`config.mk`:
```
export PLATFORM = sky130hd
export DESIGN_NAME = efpga_cfg_loader
export DESIGN_NICKNAME = d
export VERILOG_FILES = /design/src/rtl/efpga_cfg_loader.sv
export SDC_FILE = /design/constraint.sdc
export NUM_CORES = 1
export LEC_CHECK = 0
export CORE_MARGIN = 5
export CORE_UTILIZATION = 62
export DETAILED_ROUTE_END_ITERATION = 8
export PLACE_DENSITY = 0.86
export SETUP_SLACK_MARGIN = 0.4
export SLEW_MARGIN = 20
export SYNTH_ARGS = -nofsm -noshare
export SYNTH_HDL_FRONTEND = slang
export SYNTH_SLANG_ARGS = --single-unit
```
`constraint.sdc`:
```
create_clock -name wb_clk_i -period 4.85 [get_ports wb_clk_i]
set_input_delay 0.485 -clock wb_clk_i [delete_from_list [all_inputs] [get_ports wb_clk_i]]
set_output_delay 0.485 -clock wb_clk_i [all_outputs]
set_load 0.02 [all_outputs]
```
`src/rtl/efpga_cfg_loader.sv`:
```
// ---------------------------------------------------------------------------
// efpga_cfg_loader
//
// Wishbone-slave configuration controller for the eFPGA fabric. Software
// writes a bitstream word by word into an internal FIFO. After START, the
// words are streamed to the fabric configuration port with a valid/ready
// handshake until LEN words have been sent.
//
// Register map (byte offsets from BASE_ADDR):
//   0x00 CTRL   WO  bit0 START, bit1 ABORT (self-clearing pulses)
//   0x04 LEN    RW  LEN_W-bit word count
//   0x08 STATUS RO  bit0 busy, bit1 done, bit2 error, bit3 timeout,
//                   [15:8] FIFO level, [31:16] sent count
//   0x0C DATA   WO  push one word into the FIFO
//
// Ports:
//   wb_clk_i, wb_rst_i        clock, synchronous active-high reset
//   wbs_*                     Wishbone slave (registered one-cycle ack)
//   cfg_data/cfg_valid        configuration word and its valid to the fabric
//   cfg_ready                 fabric accepts the current word
//   cfg_active                fabric is held in configuration mode
//   cfg_done                  configuration completed
//
// Optional feature: define EFPGA_CFG_TIMEOUT_EN to add a stall watchdog that
// moves LOAD to ERROR after TIMEOUT consecutive stalled cycles.
// ---------------------------------------------------------------------------
module efpga_cfg_loader #(
    parameter logic [31:0] BASE_ADDR  = 32'h3000_0000,
    parameter int unsigned FIFO_DEPTH = 8,
    parameter int unsigned LEN_W      = 16,
    parameter int unsigned TIMEOUT    = 1024
) (
    input  logic        wb_clk_i,
    input  logic        wb_rst_i,
    input  logic        wbs_stb_i,
    input  logic        wbs_cyc_i,
    input  logic        wbs_we_i,
    input  logic [3:0]  wbs_sel_i,
    input  logic [31:0] wbs_adr_i,
    input  logic [31:0] wbs_dat_i,
    output logic        wbs_ack_o,
    output logic [31:0] wbs_dat_o,
    output logic [31:0] cfg_data,
    output logic        cfg_valid,
    input  logic        cfg_ready,
    output logic        cfg_active,
    output logic        cfg_done
);

    localparam int unsigned PTR_W = (FIFO_DEPTH > 1) ? $clog2(FIFO_DEPTH) : 1;
    localparam int unsigned CNT_W = PTR_W + 1;

    typedef enum logic [1:0] {
        StIdle,
        StLoad,
        StDone,
        StError
    } state_e;

    // -----------------------------------------------------------------------
    // State
    // -----------------------------------------------------------------------
    state_e             state_q, state_d;
    logic [LEN_W-1:0]   len_q, len_d;
    logic [LEN_W-1:0]   sent_q, sent_d;
    logic               error_q, error_d;
    logic               ack_q, ack_d;
    logic [31:0]        dat_q, dat_d;

    logic [31:0]        mem_q [FIFO_DEPTH];
    logic [PTR_W-1:0]   wr_ptr_q, wr_ptr_d;
    logic [PTR_W-1:0]   rd_ptr_q, rd_ptr_d;
    logic [CNT_W-1:0]   count_q, count_d;

    // -----------------------------------------------------------------------
    // Bus decode
    // -----------------------------------------------------------------------
    logic        blk_hit;
    logic [5:0]  reg_idx;
    logic        req;
    logic        data_wr_req;
    logic        push_wait;
    logic        acc;
    logic        wr_ctrl;
    logic        wr_len;
    logic        start_req;
    logic        abort_req;
    logic        push;
    logic        pop;
    logic        flush;
    logic        full;
    logic        timeout_hit;
    logic        tmo_flag;

    logic        unused_bits;
    assign unused_bits = ^{wbs_sel_i, wbs_adr_i[1:0]};

    assign blk_hit = (wbs_adr_i[31:8] == BASE_ADDR[31:8]);
    assign reg_idx = wbs_adr_i[7:2];

    // Blocking on ack_q keeps the ack a single-cycle pulse even if the master
    // holds stb across the acknowledge.
    assign req         = wbs_stb_i && wbs_cyc_i && blk_hit && !ack_q;
    assign full        = (count_q == CNT_W'(FIFO_DEPTH));
    assign pop         = cfg_valid && cfg_ready;
    assign data_wr_req = req && wbs_we_i && (reg_idx == 6'd3);

    // A pop in the same cycle frees a slot, so the push can complete now.
    assign push_wait = data_wr_req && (state_q != StError) && full && !pop;
    assign ack_d     = req && !push_wait;
    assign acc       = ack_d;

    assign wr_ctrl   = acc && wbs_we_i && (reg_idx == 6'd0);
    assign wr_len    = acc && wbs_we_i && (reg_idx == 6'd1);
    assign abort_req = wr_ctrl && wbs_dat_i[1];
    assign start_req = wr_ctrl && wbs_dat_i[0] && !wbs_dat_i[1];

    assign flush = abort_req || timeout_hit;
    assign push  = data_wr_req && acc && (state_q != StError) && !flush;

    // -----------------------------------------------------------------------
    // Fabric side
    // -----------------------------------------------------------------------
    assign cfg_data   = mem_q[rd_ptr_q];
    assign cfg_valid  = (state_q == StLoad) && (count_q != '0);
    assign cfg_active = (state_q == StLoad);
    assign cfg_done   = (state_q == StDone);

    // -----------------------------------------------------------------------
    // Optional stall watchdog
    // -----------------------------------------------------------------------
`ifdef EFPGA_CFG_TIMEOUT_EN
    localparam int unsigned STALL_W = $clog2(TIMEOUT + 1);

    logic [STALL_W-1:0] stall_q, stall_d;
    logic               tmo_q, tmo_d;

    always_comb begin
        stall_d     = '0;
        timeout_hit = 1'b0;
        tmo_d       = tmo_q;
        if (cfg_valid && !cfg_ready) begin
            if (stall_q == STALL_W'(TIMEOUT - 1)) begin
                timeout_hit = 1'b1;
                tmo_d       = 1'b1;
            end else begin
                stall_d = stall_q + STALL_W'(1);
            end
        end
        if (abort_req) begin
            tmo_d = 1'b0;
        end
    end

    always_ff @(posedge wb_clk_i) begin
        if (wb_rst_i) begin
            stall_q <= '0;
            tmo_q   <= 1'b0;
        end else begin
            stall_q <= stall_d;
            tmo_q   <= tmo_d;
        end
    end

    assign tmo_flag = tmo_q;
`else
    logic unused_timeout;
    assign unused_timeout = (TIMEOUT == 0);
    assign timeout_hit    = 1'b0;
    assign tmo_flag       = 1'b0;
`endif

    // -----------------------------------------------------------------------
    // FIFO pointers and level
    // -----------------------------------------------------------------------
    always_comb begin
        wr_ptr_d = wr_ptr_q;
        rd_ptr_d = rd_ptr_q;
        count_d  = count_q;
        if (flush) begin
            wr_ptr_d = '0;
            rd_ptr_d = '0;
            count_d  = '0;
        end else begin
            if (push) begin
                wr_ptr_d = wr_ptr_q + PTR_W'(1);
            end
            if (pop) begin
                rd_ptr_d = rd_ptr_q + PTR_W'(1);
            end
            count_d = count_q + CNT_W'(push) - CNT_W'(pop);
        end
    end

    // -----------------------------------------------------------------------
    // Control FSM
    // -----------------------------------------------------------------------
    logic [LEN_W-1:0] sent_inc;
    assign sent_inc = sent_q + LEN_W'(1);

    always_comb begin
        state_d = state_q;
        len_d   = len_q;
        sent_d  = sent_q;
        error_d = error_q;

        if (pop) begin
            sent_d = sent_inc;
        end

        if (wr_len && (state_q != StLoad)) begin
            len_d = wbs_dat_i[LEN_W-1:0];
        end

        case (state_q)
            StIdle, StDone: begin
                if (start_req) begin
                    sent_d = '0;
                    if (len_q != '0) begin
                        state_d = StLoad;
                    end else begin
                        state_d = StError;
                        error_d = 1'b1;
                    end
                end
            end
            StLoad: begin
                if (timeout_hit) begin
                    state_d = StError;
                    error_d = 1'b1;
                end else if (pop && (sent_inc == len_q)) begin
                    state_d = StDone;
                end
            end
            StError: begin
                error_d = 1'b1;
            end
            default: begin
                state_d = StIdle;
            end
        endcase

        // ABORT overrides everything else, including a concurrent START.
        if (abort_req) begin
            state_d = StIdle;
            sent_d  = '0;
            if (state_q == StLoad) begin
                error_d = 1'b1;
            end else if (state_q == StError) begin
                error_d = 1'b0;
            end
        end
    end

    // -----------------------------------------------------------------------
    // Read data
    // -----------------------------------------------------------------------
    logic [31:0] level_ext;
    logic [7:0]  level8;
    logic [31:0] status;
    logic [31:0] rdata;

    assign level_ext = 32'(count_q);
    assign level8    = (level_ext > 32'd255) ? 8'hFF : level_ext[7:0];
    assign status    = {16'(sent_q), level8, 4'b0000, tmo_flag, error_q, cfg_done, cfg_active};

    always_comb begin
        rdata = '0;
        case (reg_idx)
            6'd1:    rdata = 32'(len_q);
            6'd2:    rdata = status;
            default: rdata = '0;
        endcase
    end

    assign dat_d = (acc && !wbs_we_i) ? rdata : 32'h0;

    // -----------------------------------------------------------------------
    // Registers
    // -----------------------------------------------------------------------
    always_ff @(posedge wb_clk_i) begin
        if (wb_rst_i) begin
            state_q  <= StIdle;
            len_q    <= '0;
            sent_q   <= '0;
            error_q  <= 1'b0;
            ack_q    <= 1'b0;
            dat_q    <= '0;
            wr_ptr_q <= '0;
            rd_ptr_q <= '0;
            count_q  <= '0;
            for (int i = 0; i < int'(FIFO_DEPTH); i++) begin
                mem_q[i] <= '0;
            end
        end else begin
            state_q  <= state_d;
            len_q    <= len_d;
            sent_q   <= sent_d;
            error_q  <= error_d;
            ack_q    <= ack_d;
            dat_q    <= dat_d;
            wr_ptr_q <= wr_ptr_d;
            rd_ptr_q <= rd_ptr_d;
            count_q  <= count_d;
            if (push) begin
                mem_q[wr_ptr_q] <= wbs_dat_i;
            end
        end
    end

    assign wbs_ack_o = ack_q;
    assign wbs_dat_o = dat_q;

endmodule
```
After elaboration in Yosys (flattened, before gate mapping)
Memories as Yosys holds them, arrays and structs flattened. A register that Yosys moved wholly into a read port is not among the register bits. Index checks and enable logic that the tools add are counted.

Register bits: 78. Bits in writable memories: 256. Bits of input ports: 74. Output and inout bits: 68. Logic and storage cells: 94. Memories kept: 1.

Memories: mem_q (words 8, width 32, rd ports 1, clocked after Yosys merged registers in 1, wr ports 8, line 70) `logic [31:0] mem_q [FIFO_DEPTH];`.

Add/sub/neg operators: 5. Magnitude comparators: 1. Equal/unequal tests: 13. Multiplexer cells: 25. Bitwise operators: 1. Reductions and logical operators: 39.

Operator list (number): one-hot mux 32 bit (2 select lines) (1); two-way mux 16 bit (3); two-way mux 32 bit (1); OR reduction 32 bit (1); equality test 24 x 22 -> 1 bit, second input constant (1); logical AND 1 bit (23); adder 16 x 1 -> 16 bit, second input constant (1); equality test 16 bit (1); nonzero test 16 bit (1); equality test 6 x 2 -> 1 bit, second input constant (2); two-way mux 1 bit (11); two-way mux 3 bit (3); greater-than comparator 4 x 8 -> 1 bit, second input constant (1); two-way mux 8 bit (1); adder 3 x 1 -> 3 bit, second input constant (2); equality test 6 x 1 -> 1 bit, second input constant (1); zero test 1 bit (6); zero test 6 bit (1); two-way mux 2 bit (3); OR reduction 2 bit (3); adder 4 x 1 -> 4 bit (1); equality test 2 bit, second input constant (2); equality test 4 bit, second input constant (1); != test 2 x 1 -> 1 bit, second input constant (2); other kinds (10) (11).

Logic depth before layout (Yosys ltp)
Depth after elaboration: 20. Mapped depth: 13. Gate-level depth less buffers: 12.

Worst setup path before layout
No wires, ideal clock.

Kind: input-to-reg. From: input port wbs_adr_i[18]. To: memory mem_q[0][0] (enable). Library setup time: 0.375 ns. Arrival: 2.794 ns. Data required time: 4.475 ns. Slack: 1.682 ns. Stages: 8. Path buffers: 1. Cell sequence: or4_4 -> nor4_4 -> nand2b_2 -> nand3b_4 -> or3_1 -> buf_6 -> nor3_4 -> or2_2.

RTL lines: start, declared (line 39) `input logic [31:0] wbs_adr_i,`; end, declared (line 70).

==> results.toml <==
[status]
status = "completed"

[pwr]
total_power_mw = 5.92
p_leak_nw = 6.27
vdd_drop_max_mv = 0.258
powerDensity_mw_per_mm2 = 331

[synthesis]
synth_flop_cell = "edfxtp_1"
syn_area_mm2 = 0.0151
synth_warnings = 0
synthCells = 1077
yosysTopAreaCell = "edfxtp_1"
yosys_register_bits = 337
synth_cell_type_count = 63
synth_nets = 1161
async_reset_ff_share_pct = 0
synth_edf_count = 256
yosysTopAreaCellShare_pct = 50.8
yosysSeqAreaShare_pct = 61.5
syn_avg_cell_area_um2 = 14.1
ys_top_cells_by_area = "edfxtp_1 51%, and2_1 11%, dfxtp_1 11%"

[setup_path]
crit_chain = "buf_4 > mux4_2 > mux2_2 > clkdlybuf4s50_1"
critPathSlowestCell = "dfxtp_4"
endpoint_kind = "output pin"
worst_path_dominant_cell_family = "flip-flops"
required_ps = 4370
crit_type = "reg -> out"
slowest_delay_ps = 920
r2r_slack_ps = 1490
rr_worst_depth = 10
regToRegStartpoint = "state_q[0]$_SDFFE_PP0P_"
worst-path-stages = 4
start_kind = "register"
worst_ep_arrival_time_ps = 3230
worst-path-buf-inv = 2
worst-path-max-fanout = 43
endpoint = "cfg_data[9]"
rr_endpoint = "count_q[2]$_SDFF_PP0_"

[route]
wire_per_inst_um = 22.1
drc = 0
num_vias = 9281
drt-total-wl_mm = 34.5
firstDrtPassIters = 5
drtAntennaViolNets = 0
drtIter0Drc = 726
routed_via_density = 5.96

[layout]
syn_to_final_growth_pct = 18.3
fillers = 1450
drive_above_1_share_pct = 16.0
nets = 1293
num_antenna_cells = 0

[global_route]
first_global_vias = 9856
grt_pass1_wl_mm = 54.8
overflow = 0
grt_antenna_before_repair = 0
grt_max_degree = 51
grtUsageTotal_pct = 25.2

[clock_tree]
post_cts_buffers = 0
tritoncts = "done"
clkLatencyLatePin_ps = 500
hold_buffers = 0
clk_path_buf_depth = 3
cts_buffers = 34
cts_resized = 0
root_buffer = "clkbuf_16"
clock_sinks = 337
htreeDepth = 2
clk_pin_slew_ps = 60

[sta]
slew_headroom_pct = 31.9
min_period_ps = 3710
tns_ps = 0
finalCritPeriodShare_pct = 76.5
tightest_slew_ps = 1020
fin_skew_ps = 9.02
fmax_mhz = 269
finalMaxSlewViolations = 0
finalHoldViolations = 0
rsz0062_at_grt = "false"
setup_viol = 0
setup_ws_ps = 1140

[placement]
dp_hpwl_mm = 21.5
dp_slack_ps = 927
gp_congestion = 0.916
io_buffers = 135

[die]
fp.dieArea_mm2 = 0.0276
ios = 142
design.core.area_mm2 = 0.0242
initial_core_util_pct = 62.6
die_y_um = 166
fp.dieW_um = 166
rows = 57

[min_path]
min-delay-path-class = "reg -> reg"

[job]
max_cap_viol_count = 0
-- per-stage QoR --
stage,hold slack (ps),cell area (um^2),utilization [%],cells
after floorplan,449,15100,-,1077
after global placement,460,16900,69.7,1497
after detailed placement,476,16900,69.7,1497
after CTS,510,17900,74.1,1556
after global routing,525,17900,74.1,1556
final,508,17900,74.1,1556
-- cell usage after synthesis (3+ instances only) --
master / count
nor4_1: 22
ha_1: 9
buf_4: 3
nor2_4: 3
buf_6: 5
a21oi_1: 7
mux2_2: 32
nor2_1: 65
and4_1: 3
and3_1: 3
nand2_1: 19
nand2b_1: 5
clkbuf_2: 18
or4_1: 4
xnor2_1: 23
edfxtp_1: 256
dfxtp_1: 81
a22oi_1: 7
mux2i_1: 17
nor3_1: 16
nand4_1: 6
buf_1: 8
mux4_2: 64
and2_1: 272
inv_1: 18
clkbuf_1: 26
nand3_1: 14
buf_2: 5
o21ai_0: 3
o211ai_1: 4
or2_2: 9
xor2_1: 14
-- flip-flops by register name, indices dropped and copies added, names as in the netlist, named ones only --
| register | flops |
|---|---|
| count_q | 4 |
| error_q | 1 |
| len_q | 16 |
| mem_q | 256 |
| rd_ptr_q | 3 |
| sent_q | 16 |
| state_q | 2 |
| wbs_ack_o | 1 |
| wbs_dat_o | 32 |
| wr_ptr_q | 3 |
-- layout by cell type (no fill, tap or decap), types with 5 or more instances in the layout --
| master | synthesis | final |
|---|---|---|
| xnor2_1 | 23 | 23 |
| mux2i_1 | 17 | 17 |
| mux4_2 | 64 | 64 |
| and2_1 | 272 | 272 |
| clkinv_1 | 1 | 7 |
| nand3_1 | 14 | 14 |
| nor3_1 | 16 | 16 |
| nand2_1 | 19 | 19 |
| a22oi_1 | 7 | 7 |
| mux2_2 | 32 | 32 |
| edfxtp_1 | 256 | 256 |
| xor2_1 | 14 | 14 |
| buf_12 | 0 | 6 |
| clkbuf_16 | 0 | 37 |
| nand4_1 | 6 | 6 |
| dfxtp_1 | 81 | 78 |
| buf_4 | 3 | 20 |
| ha_1 | 9 | 9 |
| nand2b_1 | 5 | 5 |
| nor4_1 | 22 | 22 |
| or2_2 | 9 | 9 |
| clkbuf_1 | 26 | 8 |
| nor2_1 | 65 | 62 |
| clkdlybuf4s50_1 | 0 | 135 |
| inv_1 | 18 | 18 |
| a21oi_1 | 7 | 7 |
-- cells by family (layout without fill, tap and decap cells) --
family	count (synthesis)	count (layout)	synth area share, %
fa+ha+maj	10	10	0.876
mux	113	113	13.0
xor+xnor	37	37	2.14
simple gates	459	459	18.1
compound gates	37	37	1.77
buf+inv	84	239	2.59
flops	337	337	61.5
-- worst register-to-register path, delay by kind of cell (launching register included) --
kind                       cells  cell delay, ps
and+or+nand+nor                3            1110
DFF                            1             430
adders and majority gates      3             850
xor gates and xnor gates       1             190
buffers and inverters          3             670
-- layout make-up --
class / instances / area [um^2] / share of cell area (%)
multi-input combinational: 656 / 5450 / 30.4
tap: 324 / 405 / 2.26
clock inverter: 10 / 42.5 / 0.237
timing repair buffer: 161 / 1620 / 9.05
sequential: 337 / 9320 / 52.0
inverter: 19 / 71.3 / 0.398
clock buffer: 49 / 1010 / 5.64
-- report_power, final --
group	total [mW]	switching, mW	leakage [nW]	internal, mW
clock	2.49	1.04	0.519	1.44
sequential	3.20	0.0226	3.23	3.18
combinational	0.236	0.129	2.52	0.107
total	5.92	1.20	6.27	4.73
-- routing by layer --
layer  global-route usage [%]  wire length, um  vias up
met3                     4.21             2820       74
li1                         -                -     4162
met5                        0                0        -
met1                     32.4            13000     4562
met4                     8.22             1090        0
met2                     44.1            17600      483
-- how the worst min path moves through the flow --
| stage | start | end | slack, ps | cells after the start |
|---|---|---|---|---|
| 2_1_floorplan | rd_ptr_q[1]$_SDFFE_PP0P_ | register | 450 | 2 |
| 3_3_place_gp | rd_ptr_q[1]$_SDFFE_PP0P_ | register | 460 | 2 |
| 3_5_place_dp | rd_ptr_q[1]$_SDFFE_PP0P_ | register | 480 | 2 |
| 4_1_cts | rd_ptr_q[1]$_SDFFE_PP0P_ | register | 510 | 2 |
| 5_1_grt | rd_ptr_q[1]$_SDFFE_PP0P_ | register | 530 | 2 |
| 6_report | rd_ptr_q[1]$_SDFFE_PP0P_ | register | 510 | 2 |
Note: power is estimated with default switching activity, not from simulation.
